File: config.mk
export PLATFORM = sky130hd
export DESIGN_NAME = rf_writeback_flat
export DESIGN_NICKNAME = d
export VERILOG_FILES = /design/src/rtl/rv_pkg.sv /design/src/rtl/rf_writeback_if.sv /design/src/rtl/rf_writeback_scoreboard.sv /design/src/rtl/rf_writeback.sv /design/src/flat_wrapper.sv
export SDC_FILE = /design/constraint.sdc
export NUM_CORES = 1
export LEC_CHECK = 0
export BUFFER_PORTS_ARGS = -buffer_cell sky130_fd_sc_hd__buf_2
export CORE_MARGIN = 4
export CORE_UTILIZATION = 47
export CTS_BUF_LIST = sky130_fd_sc_hd__clkbuf_8 sky130_fd_sc_hd__clkbuf_16
export DETAILED_ROUTE_END_ITERATION = 10
export PLACE_DENSITY = 0.77
export SKIP_CTS_REPAIR_TIMING = 1
export SLEW_MARGIN = 5
export SYNTH_ARGS = -nofsm -noshare
export SYNTH_HDL_FRONTEND = slang
export SYNTH_SLANG_ARGS = --single-unit
export TNS_END_PERCENT = 1
File: constraint.sdc
create_clock -name clk -period 2.9 [get_ports clk]
set_input_delay 0.435 -clock clk [delete_from_list [all_inputs] [get_ports clk]]
set_output_delay 0.435 -clock clk [all_outputs]
set_load 0.05 [all_outputs]
File: src/rtl/rv_pkg.sv
// rv_pkg: shared register-file constants and types for the writeback slice.
package rv_pkg;
    localparam int XLEN = 32;
    localparam int NREG = 32;
    localparam int AW = $clog2(NREG);
    typedef logic [AW-1:0] reg_idx_t;
    typedef logic [XLEN-1:0] xlen_t;
    localparam reg_idx_t REG_ZERO = '0;
endpackage

File: src/rtl/rf_writeback_if.sv
// rf_writeback_if: producer handshakes, decode reservation/read ports and register-file write port.
interface rf_writeback_if;
    import rv_pkg::*;
    logic alu_valid, alu_ready, mem_valid, mem_ready, rsv_valid, rsv_ready;
    reg_idx_t alu_rd, mem_rd, rsv_rd, rs1, rs2, rf_w;
    xlen_t alu_data, mem_data, rf_data;
    logic rs1_busy, rs2_busy, rf_we;
    logic [31:0] commit_cnt;
    modport master (
        output alu_valid, alu_rd, alu_data, mem_valid, mem_rd, mem_data, rsv_valid, rsv_rd, rs1, rs2,
        input alu_ready, mem_ready, rsv_ready, rs1_busy, rs2_busy, rf_we, rf_w, rf_data, commit_cnt
    );
    modport slave (
        input alu_valid, alu_rd, alu_data, mem_valid, mem_rd, mem_data, rsv_valid, rsv_rd, rs1, rs2,
        output alu_ready, mem_ready, rsv_ready, rs1_busy, rs2_busy, rf_we, rf_w, rf_data, commit_cnt
    );
endinterface

File: src/rtl/rf_writeback_scoreboard.sv
// wb_scoreboard: busy bit per register, reservation grant, clear on writeback and two read ports.
module wb_scoreboard
    import rv_pkg::*;
(
    input  logic     clk,
    input  logic     reset,
    input  logic     rsv_valid,
    input  reg_idx_t rsv_rd,
    output logic     rsv_ready,
    input  logic     clr_en,
    input  reg_idx_t clr_rd,
    input  reg_idx_t rs1,
    input  reg_idx_t rs2,
    output logic     rs1_busy,
    output logic     rs2_busy
);
    logic [NREG-1:0] busy, set_mask, clr_mask;
    always_comb begin
        rsv_ready = !busy[rsv_rd] || rsv_rd == REG_ZERO;
        set_mask = (rsv_valid && rsv_ready) ? NREG'(1) << rsv_rd : '0;
        clr_mask = clr_en ? NREG'(1) << clr_rd : '0;
        rs1_busy = busy[rs1];
        rs2_busy = busy[rs2];
    end
    // A fresh reservation outranks a stray result clearing a non-busy register.
    always_ff @(posedge clk or posedge reset)
        if (reset) busy <= '0;
        else busy <= ((busy & ~clr_mask) | set_mask) & ~NREG'(1);
endmodule

File: src/rtl/rf_writeback.sv
// rf_writeback: arbitrates load/ALU results onto the registered register-file write port.
module rf_writeback
    import rv_pkg::*;
(
    input logic clk,
    input logic reset,
    rf_writeback_if.slave bus
);
    reg_idx_t rd;
    xlen_t data;
    logic wr;
    always_comb begin
        bus.mem_ready = 1'b1;
        bus.alu_ready = !bus.mem_valid;
        rd = bus.mem_valid ? bus.mem_rd : bus.alu_rd;
        data = bus.mem_valid ? bus.mem_data : bus.alu_data;
        wr = (bus.mem_valid || bus.alu_valid) && rd != REG_ZERO;
    end
    always_ff @(posedge clk or posedge reset)
        if (reset) begin
            bus.rf_we <= 1'b0;
            bus.rf_w <= '0;
            bus.rf_data <= '0;
            bus.commit_cnt <= '0;
        end else begin
            bus.rf_we <= wr;
            if (wr) begin
                bus.rf_w <= rd;
                bus.rf_data <= data;
            end
            bus.commit_cnt <= bus.commit_cnt + 32'(wr);
        end
    wb_scoreboard sb (
        .clk(clk),
        .reset(reset),
        .rsv_valid(bus.rsv_valid),
        .rsv_rd(bus.rsv_rd),
        .rsv_ready(bus.rsv_ready),
        .clr_en(wr),
        .clr_rd(rd),
        .rs1(bus.rs1),
        .rs2(bus.rs2),
        .rs1_busy(bus.rs1_busy),
        .rs2_busy(bus.rs2_busy)
    );
endmodule
File: src/flat_wrapper.sv
// flat-port wrapper written by rule: the top's interface ports become plain ports
module rf_writeback_flat import rv_pkg::*;
  (clk, reset, bus_alu_valid, bus_alu_rd, bus_alu_data, bus_mem_valid, bus_mem_rd, bus_mem_data, bus_rsv_valid, bus_rsv_rd, bus_rs1, bus_rs2, bus_alu_ready, bus_mem_ready, bus_rsv_ready, bus_rs1_busy, bus_rs2_busy, bus_rf_we, bus_rf_w, bus_rf_data, bus_commit_cnt);
  rf_writeback_if bus_i ();
  input logic clk;
  input logic reset;
  input wire logic [$bits(bus_i.alu_valid)-1:0] bus_alu_valid;
  input wire logic [$bits(bus_i.alu_rd)-1:0] bus_alu_rd;
  input wire logic [$bits(bus_i.alu_data)-1:0] bus_alu_data;
  input wire logic [$bits(bus_i.mem_valid)-1:0] bus_mem_valid;
  input wire logic [$bits(bus_i.mem_rd)-1:0] bus_mem_rd;
  input wire logic [$bits(bus_i.mem_data)-1:0] bus_mem_data;
  input wire logic [$bits(bus_i.rsv_valid)-1:0] bus_rsv_valid;
  input wire logic [$bits(bus_i.rsv_rd)-1:0] bus_rsv_rd;
  input wire logic [$bits(bus_i.rs1)-1:0] bus_rs1;
  input wire logic [$bits(bus_i.rs2)-1:0] bus_rs2;
  output wire logic [$bits(bus_i.alu_ready)-1:0] bus_alu_ready;
  output wire logic [$bits(bus_i.mem_ready)-1:0] bus_mem_ready;
  output wire logic [$bits(bus_i.rsv_ready)-1:0] bus_rsv_ready;
  output wire logic [$bits(bus_i.rs1_busy)-1:0] bus_rs1_busy;
  output wire logic [$bits(bus_i.rs2_busy)-1:0] bus_rs2_busy;
  output wire logic [$bits(bus_i.rf_we)-1:0] bus_rf_we;
  output wire logic [$bits(bus_i.rf_w)-1:0] bus_rf_w;
  output wire logic [$bits(bus_i.rf_data)-1:0] bus_rf_data;
  output wire logic [$bits(bus_i.commit_cnt)-1:0] bus_commit_cnt;
  assign bus_i.alu_valid = bus_alu_valid;
  assign bus_i.alu_rd = bus_alu_rd;
  assign bus_i.alu_data = bus_alu_data;
  assign bus_i.mem_valid = bus_mem_valid;
  assign bus_i.mem_rd = bus_mem_rd;
  assign bus_i.mem_data = bus_mem_data;
  assign bus_i.rsv_valid = bus_rsv_valid;
  assign bus_i.rsv_rd = bus_rsv_rd;
  assign bus_i.rs1 = bus_rs1;
  assign bus_i.rs2 = bus_rs2;
  assign bus_alu_ready = bus_i.alu_ready;
  assign bus_mem_ready = bus_i.mem_ready;
  assign bus_rsv_ready = bus_i.rsv_ready;
  assign bus_rs1_busy = bus_i.rs1_busy;
  assign bus_rs2_busy = bus_i.rs2_busy;
  assign bus_rf_we = bus_i.rf_we;
  assign bus_rf_w = bus_i.rf_w;
  assign bus_rf_data = bus_i.rf_data;
  assign bus_commit_cnt = bus_i.commit_cnt;
  rf_writeback u_core (.clk(clk), .reset(reset), .bus(bus_i));
endmodule
==> results of run 1 <==
==> stage by stage <==
step	hold slack [ps]	util, %	instance area [um2]
detailed placement	471	56.2	6500
CTS	171	58.8	6800
global route	208	58.8	6800
floorplan	488	-	5620
global placement	463	56.2	6500
finish	166	58.8	6800
==> worst max-delay path by stage <==
stage,start,end,slack (ps),cells past startpoint
finish,bus_rsv_rd[1],bus_rsv_ready,270,6
global route,bus_rs2[0],bus_rs2_busy,200,6
CTS,u_core.sb.busy[18]$_DFF_PP0_,bus_rs1_busy,270,5
detailed placement,bus_mem_valid,u_core.bus.commit_cnt[22]$_DFF_PP0_,170,10
global placement,bus_mem_valid,u_core.bus.commit_cnt[22]$_DFF_PP0_,240,10
floorplan,bus_mem_valid,u_core.bus.commit_cnt[22]$_DFF_PP0_,290,11
==> cell usage after synthesis, types with 2 or more instances <==
master / count / area (um2)
sky130_fd_sc_hd__o211ai_2: 2 / 25.0
sky130_fd_sc_hd__nand3b_1: 2 / 15.0
sky130_fd_sc_hd__nand4_1: 14 / 87.6
sky130_fd_sc_hd__and2b_2: 2 / 17.5
sky130_fd_sc_hd__inv_1: 12 / 45.0
sky130_fd_sc_hd__dfrtp_1: 101 / 2530
sky130_fd_sc_hd__or3b_1: 2 / 17.5
sky130_fd_sc_hd__nand3_1: 19 / 95.1
sky130_fd_sc_hd__o21ai_0: 2 / 10.0
sky130_fd_sc_hd__or4_1: 2 / 15.0
sky130_fd_sc_hd__a2111oi_0: 2 / 17.5
sky130_fd_sc_hd__nor3_1: 40 / 200
sky130_fd_sc_hd__o32ai_1: 3 / 26.3
sky130_fd_sc_hd__buf_6: 8 / 90.1
sky130_fd_sc_hd__and4b_1: 4 / 40.0
sky130_fd_sc_hd__a221oi_1: 2 / 17.5
sky130_fd_sc_hd__mux2i_1: 18 / 180
sky130_fd_sc_hd__a22o_1: 14 / 123
sky130_fd_sc_hd__a21oi_1: 10 / 50.1
sky130_fd_sc_hd__buf_2: 9 / 45.0
sky130_fd_sc_hd__and4_1: 2 / 17.5
sky130_fd_sc_hd__nor2_1: 46 / 173
sky130_fd_sc_hd__a32o_1: 15 / 150
sky130_fd_sc_hd__ha_1: 3 / 37.5
sky130_fd_sc_hd__xnor2_1: 26 / 228
sky130_fd_sc_hd__mux4_1: 8 / 210
sky130_fd_sc_hd__a22oi_1: 3 / 22.5
sky130_fd_sc_hd__o211ai_1: 3 / 22.5
sky130_fd_sc_hd__and3_1: 8 / 50.1
sky130_fd_sc_hd__nand2_1: 50 / 188
sky130_fd_sc_hd__mux2_2: 5 / 56.3
sky130_fd_sc_hd__buf_4: 4 / 30.0
sky130_fd_sc_hd__nand2b_1: 4 / 25.0
sky130_fd_sc_hd__a31o_2: 2 / 17.5
sky130_fd_sc_hd__nor2b_1: 4 / 25.0
sky130_fd_sc_hd__nor4_4: 2 / 42.5
sky130_fd_sc_hd__clkbuf_1: 9 / 33.8
sky130_fd_sc_hd__o21a_1: 4 / 30.0
sky130_fd_sc_hd__mux4_2: 8 / 180
sky130_fd_sc_hd__o22ai_1: 34 / 213
sky130_fd_sc_hd__xor2_1: 4 / 35.0
==> area by class of cell <==
| class | count | area, um2 |
|---|---|---|
| fill | 966 | 4760 |
| multi-input combinational | 389 | 2850 |
| sequential | 101 | 2530 |
| timing repair buffer | 174 | 901 |
| clock buffer | 10 | 239 |
| tap | 143 | 179 |
| clock inverter | 3 | 63.8 |
| inverter | 12 | 48.8 |
==> placed cells by master, fill, tap and decap left out, types with 10 or more instances in the layout <==
cell / count
sky130_fd_sc_hd__inv_1: 12
sky130_fd_sc_hd__dfrtp_1: 101
sky130_fd_sc_hd__nand3_1: 19
sky130_fd_sc_hd__o22ai_1: 34
sky130_fd_sc_hd__a21oi_1: 10
sky130_fd_sc_hd__nand2_1: 50
sky130_fd_sc_hd__nand4_1: 14
sky130_fd_sc_hd__xnor2_1: 26
sky130_fd_sc_hd__nor3_1: 40
sky130_fd_sc_hd__a32o_1: 15
sky130_fd_sc_hd__nor2_1: 46
sky130_fd_sc_hd__a22o_1: 14
sky130_fd_sc_hd__mux2i_1: 18
sky130_fd_sc_hd__buf_2: 167
==> kinds of logic (layout without fill, tap and decap cells) <==
group                      Yosys count  after routing
muxes                               39             39
AOI/OAI and AO/OA                  107            107
DFF                                101            101
xor gates and xnor gates            30             30
buffers and inverters               42            199
other                                1              1
and+or+nand+nor                    209            209
adders and majority gates            3              3
==> sequential cells by signal, summed over array words and instances (netlist names) <==
signal and cells:
u_core.bus.commit_cnt 32, u_core.bus.rf_w 5, u_core.sb.busy 31, u_core.bus.rf_data 32, u_core.bus.rf_we 1
==> power breakdown <==
| group | internal, uW | switching [uW] | total [uW] |
|---|---|---|---|
| clock network | 762 | 489 | 1250 |
| registers | 1610 | 204 | 1810 |
| logic | 441 | 816 | 1260 |
| total | 2810 | 1510 | 4320 |
==> metal layers <==
layer	vias to the layer above	part of all wire [%]	track usage [%]
met4	2	1.4	5.13
met5	-	0.086	0
met2	221	48	35.4
li1	2320	-	-
met1	2397	41	28.5
met3	21	9.6	7.36
==> worst max-delay path: stages <==
cell and delay (ps):
sky130_fd_sc_hd__buf_2 390, sky130_fd_sc_hd__mux2i_1 150, sky130_fd_sc_hd__a22oi_1 230, sky130_fd_sc_hd__o211ai_2 230, sky130_fd_sc_hd__mux4_2 530, sky130_fd_sc_hd__buf_2 230
==> Flow_metrics.wiki, run 1 <==
{| class="wikitable"
! Metric !! Value
|-
| Sequential fraction of the synthesis area || 45.0%
|-
| Via count of the first global-routing pass || 4,925
|-
| RSZ-0062 raised after global routing || false
|-
| Minimum clock period after layout || 2630 ps
|-
| Non-filler instance count after layout || 832
|-
| Deepest level of the CTS H-tree || 3
|-
| Largest net degree at the start of global routing || 45
|-
| Layout-stage area growth over the synthesis result || 21.1%
|-
| Tightest Pin Transition || 1220 ps
|-
| Number of hold violations in the final report || 0
|-
| Rel. slew slack || 18.5%
|-
| Root Driver || sky130_fd_sc_hd__clkbuf_16
|-
| Nets || 784
|-
| Post-Syn Nets || 629
|-
| Multiplexer share of the synthesized area || 11.2%
|-
| Leak pwr || 0.00321 uW
|-
| Peak supply drop || 670 uV
|-
| Placeable Area || 11,600 um2
|-
| PnR worst setup slack || 274 ps
|-
| Element type at the critical path end || primary output
|-
| Synth Area in Adders || 0.668%
|-
| Post-synth ARST share || 100%
|-
| Aggregate global routing overflow || 0
|-
| IO buf count || 167
|-
| Max cap viols || 0
|-
| Avg Vias per Cell || 5.96
|-
| Clock Tree Buf Depth || 2
|-
| Share of the synthesized area in compound gates (AO/OA/AOI/OAI) || 14.9%
|-
| Category of the critical setup timing path || input pin to primary output
|-
| Die X || 117 um
|-
| Post-synthesis simple-gate area fraction || 19.2%
|-
| R2r startpoint || u_core.bus.commit_cnt[0]$_DFF_PP0_
|-
| Dominant register cell in the synthesized netlist || sky130_fd_sc_hd__dfrtp_1
|-
| # setup viols final || 0
|-
| Total via count in the routed design || 4,961
|-
| Hold/Removal Path Class || input pin to asynchronous set/reset pin
|-
| Aggregate negative setup slack || 0 ps
|-
| End of the worst register-to-register path || u_core.bus.commit_cnt[22]$_DFF_PP0_
|-
| FF-to-FF setup slack || 1000 ps
|-
| Number of cells traversed by the worst register-to-register path || 6
|-
| F_max || 0.381 GHz
|-
| Weighted congestion at the end of routability-driven global placement || 0.971
|-
| Detailed Place HPWL || 11,500 um
|-
| I/O pins || 169
|-
| Final Cycle Share || 90.6%
|-
| Cell Pwr Density || 635 nW/um2
|-
| Data arrival time of the critical path || 2190 ps
|-
| Total iterations of the first detailed-routing run || 5
|-
| Netlist area before placement || 5620 um2
|-
| Number of placed instances with taps included || 819
|-
| Final Max Slew Viols || 0
|-
| Cts bufs inserted || 9
|-
| Post-synth EDFFs || 0
|-
| Starting density of the core || 48.6%
|-
| Global-route usage over all layers || 21.8%
|-
| Full die area || 13,800 um2
|-
| Pwr Total || 4320 uW
|-
| Proportion of layout cells with a drive suffix above 1 || 31.2%
|-
| Die Ht || 117 um
|-
| Initial antenna violation count || 1
|-
| Combinational family with the most area after synthesis || simple AND/OR/NAND/NOR gates
|-
| CTS tree || done
|-
| Post-detailed-routing wire length || 15,200 um
|-
| Worst clock skew || 7.36 ps
|-
| Count of standard-cell rows || 39
|-
| Worst Setup Start Kind || input pin
|-
| Maximum fanout along the worst path || 19
|-
| Routed Antenna Nets || 0
|-
| Number of inserted diodes || 0
|-
| Post-synthesis xor/xnor area fraction || 4.68%
|-
| Yosys warning count || 0
|-
| First-pass GRT wire length || 24,700 um
|-
| Avg WL per Cell || 18.3 um
|-
| Distinct cell type count of the synthesized netlist || 61
|-
| Cells after synthesis || 532
|-
| CTS clock-pin slew for the worst setup and hold paths || 60 ps
|-
| Register bit count reported by yosys || 101
|-
| Status || finished clean
|-
| Worst Path Required || 2470 ps
|-
| CTS sink cnt || 101
|-
| Skew-Pair Late Insertion Delay || 350 ps
|-
| Initial drt markers || 344
|-
| Remaining routing DRC violations || 0
|-
| Pre-CTS WS || 166 ps
|-
| Average cell area after synthesis || 10.6 um2
|}
(Power assumes the default switching activity.)
==> run 2: changes to the inputs <==
CORE_ASPECT_RATIO = 0.9   (was default)
CORE_UTILIZATION = 45   (was 47)
PLACE_DENSITY = 0.74   (was 0.77)
==> run 2 against run 1 <==
Via count rose by 1.9%. Global-route usage grew 1.6 points. Clock skew up 0.80 ps. Critical path type is now flop to primary output. Highest routed layer unchanged. First-iteration DRC count is 1.2% lower. Clock power hardly changed. Critical endpoint is now bus_rs1_busy. Design area increased by 0.57%. Sequential share of layout area fell by 0.21 points. Register-to-register slack better by 100 ps.
==> Flow_metrics.wiki, run 2 (synthesis results as in run 1) <==
{| class="wikitable"
! Metric !! Value
|-
| Status || finished clean
|-
| Worst Path Required || 2470 ps
|-
| Wire length on met2 || 7940 um
|-
| Peak supply drop || 378 uV
|-
| Leading cell type in the layout, fill and taps excluded || sky130_fd_sc_hd__buf_2
|-
| Leak pwr || 0.00321 uW
|-
| IO buf count || 167
|-
| Cell Pwr Density || 634 nW/um2
|-
| Post-detailed-routing wire length || 16,400 um
|-
| Cell area after layout || 6840 um2
|-
| Starting density of the core || 46.3%
|-
| Hold/Removal Path Class || input pin to asynchronous set/reset pin
|-
| Highest metal layer used by the detailed router || met5
|-
| Worst clock skew || 8.16 ps
|-
| Full die area || 14,300 um2
|-
| Category of the critical setup timing path || flop to primary output
|-
| Maximum fanout along the worst path || 4
|-
| Post-layout utilization of the core || 56.4%
|-
| Number of inserted filler cells in the final layout || 1,055
|-
| CTS sink cnt || 101
|-
| Tightest hold margin || 244 ps
|-
| Element type at the critical path end || primary output
|-
| Detailed Place HPWL || 12,400 um
|-
| Data arrival time of the critical path || 2210 ps
|-
| Placed instance area || 6530 um2
|-
| Tightest Pin Transition || 884 ps
|-
| I/O pins || 169
|-
| Number of hold violations in the final report || 0
|-
| End of the worst register-to-register path || u_core.bus.commit_cnt[31]$_DFF_PP0_
|-
| Root Driver || sky130_fd_sc_hd__clkbuf_16
|-
| CP Cell Sequence || mux4_1 > mux2i_1 > o32ai_1 > or4_1 > buf_2
|-
| FF-to-FF setup slack || 1100 ps
|-
| Placeable Area || 12,100 um2
|-
| CP Launch Point || u_core.sb.busy[13]$_DFF_PP0_
|-
| Initial antenna violation count || 3
|-
| Remaining routing DRC violations || 0
|-
| Worst Setup Start Kind || flop
|-
| Initial drt markers || 340
|-
| Rel. slew slack || 40.9%
|-
| Cts bufs inserted || 9
|-
| Largest net degree at the start of global routing || 102
|-
| Weighted congestion at the end of routability-driven global placement || 0.899
|-
| First-pass GRT wire length || 26,800 um
|-
| Nets || 785
|-
| Die Ht || 114 um
|-
| Via count of the first global-routing pass || 5,117
|-
| # setup viols final || 0
|-
| Aggregate negative setup slack || 0 ps
|-
| Clock Tree Buf Depth || 2
|-
| Footprint of the flip-flops and latches || 2530 um2
|-
| Met3 wire len || 1360 um
|-
| Combined area of the multi-input logic cells || 2850 um2
|-
| Max cap viols || 0
|-
| Detailed-routing wirelength on met1 || 6630 um
|-
| Largest registers ranked by flip-flop count || u_core.bus.commit_cnt (32), u_core.bus.rf_data (32), u_core.sb.busy (31)
|-
| Proportion of layout cells with a drive suffix above 1 || 31.6%
|-
| PnR worst setup slack || 259 ps
|-
| Minimum clock period after layout || 2640 ps
|-
| Pre-CTS WS || 260 ps
|-
| Number of cells traversed by the worst register-to-register path || 4
|-
| Avg WL per Cell || 19.2 um
|-
| Routed Antenna Nets || 0
|-
| CTS clock-pin slew for the worst setup and hold paths || 70 ps
|-
| Deepest level of the CTS H-tree || 3
|-
| CTS tree || done
|-
| Count of standard-cell rows || 38
|-
| Worst setup path end || bus_rs1_busy
|-
| Skew-Pair Late Insertion Delay || 350 ps
|-
| Final Cycle Share || 91.1%
|-
| Final Max Slew Viols || 0
|-
| Total iterations of the first detailed-routing run || 5
|-
| R2r startpoint || u_core.bus.commit_cnt[2]$_DFF_PP0_
|-
| Layout-stage area growth over the synthesis result || 21.8%
|-
| Aggregate global routing overflow || 0
|-
| RSZ-0062 raised after global routing || false
|-
| Die X || 126 um
|-
| Global-route usage over all layers || 23.4%
|-
| Avg Vias per Cell || 5.92
|-
| Total via count in the routed design || 5,055
|-
| Slowest Stage Delay on Critical Path || 540 ps
|-
| CP max-delay cell || sky130_fd_sc_hd__mux4_1
|-
| F_max || 0.379 GHz
|-
| Highest-count cells in the layout ignoring fill and taps || sky130_fd_sc_hd__buf_2 (167), sky130_fd_sc_hd__dfrtp_1 (101), sky130_fd_sc_hd__nand2_1 (50)
|}
[run 2: cell count changes in the layout (fill, tap and decap cells not counted)]
cell / delta
sky130_fd_sc_hd__inv_6: +2
sky130_fd_sc_hd__bufinv_16: -1
sky130_fd_sc_hd__inv_1: -1
sky130_fd_sc_hd__clkbuf_8: +1
sky130_fd_sc_hd__buf_4: +1
sky130_fd_sc_hd__diode_2: +2
sky130_fd_sc_hd__clkinvlp_4: +1
[run 2: worst min-delay path by stage]
| stage | endpoint | slack, ps |
|---|---|---|
| 2_1_floorplan | u_core.sb.busy[23]$_DFF_PP0_ | 490 |
| 3_3_place_gp | u_core.bus.commit_cnt[31]$_DFF_PP0_ | 460 |
| 3_5_place_dp | u_core.bus.commit_cnt[31]$_DFF_PP0_ | 480 |
| 4_1_cts | u_core.bus.rf_data[8]$_DFFE_PP0P_ | 260 |
| 5_1_grt | u_core.bus.rf_data[3]$_DFFE_PP0P_ | 290 |
| 6_report | u_core.bus.rf_data[8]$_DFFE_PP0P_ | 240 |
[run 2: per-layer routing]
layer,vias to the layer above,track usage [%]
li1,2329,-
met1,2461,29.4
met2,230,38.9
met3,33,7.21
met4,2,8.01
met5,-,0
[run 2: worst max-delay path, delay by kind of cell (launching register included)]
kind                   cells  cell delay (ps)
AOI/OAI and AO/OA          1               90
and+or+nand+nor            1              400
muxes                      2              710
buffers and inverters      1              230
DFF                        1              430
[run 2: layout make-up]
cell class	count	share of cell area (%)
Timing Repair Buffer	175	13.3
Clock buffer	11	3.69
Inverter	12	0.713
Tap cell	160	2.93
Sequential cell	101	36.9
Multi-Input combinational cell	389	41.6
Clock inverter	4	0.805
Antenna cell	2	0.0731
[run 2: power breakdown]
group	total, uW	internal (uW)	switching, uW
Clock	1250	718	528
Combinational	1270	446	822
Sequential	1830	1600	221
Total	4340	2770	1570
[run 2: metrics by stage]
step,std cells,power [uW]
6_report,854,4340
4_1_cts,852,4380
3_5_place_dp,837,3120
2_1_floorplan,532,2730
5_1_grt,854,4550
3_3_place_gp,837,3080
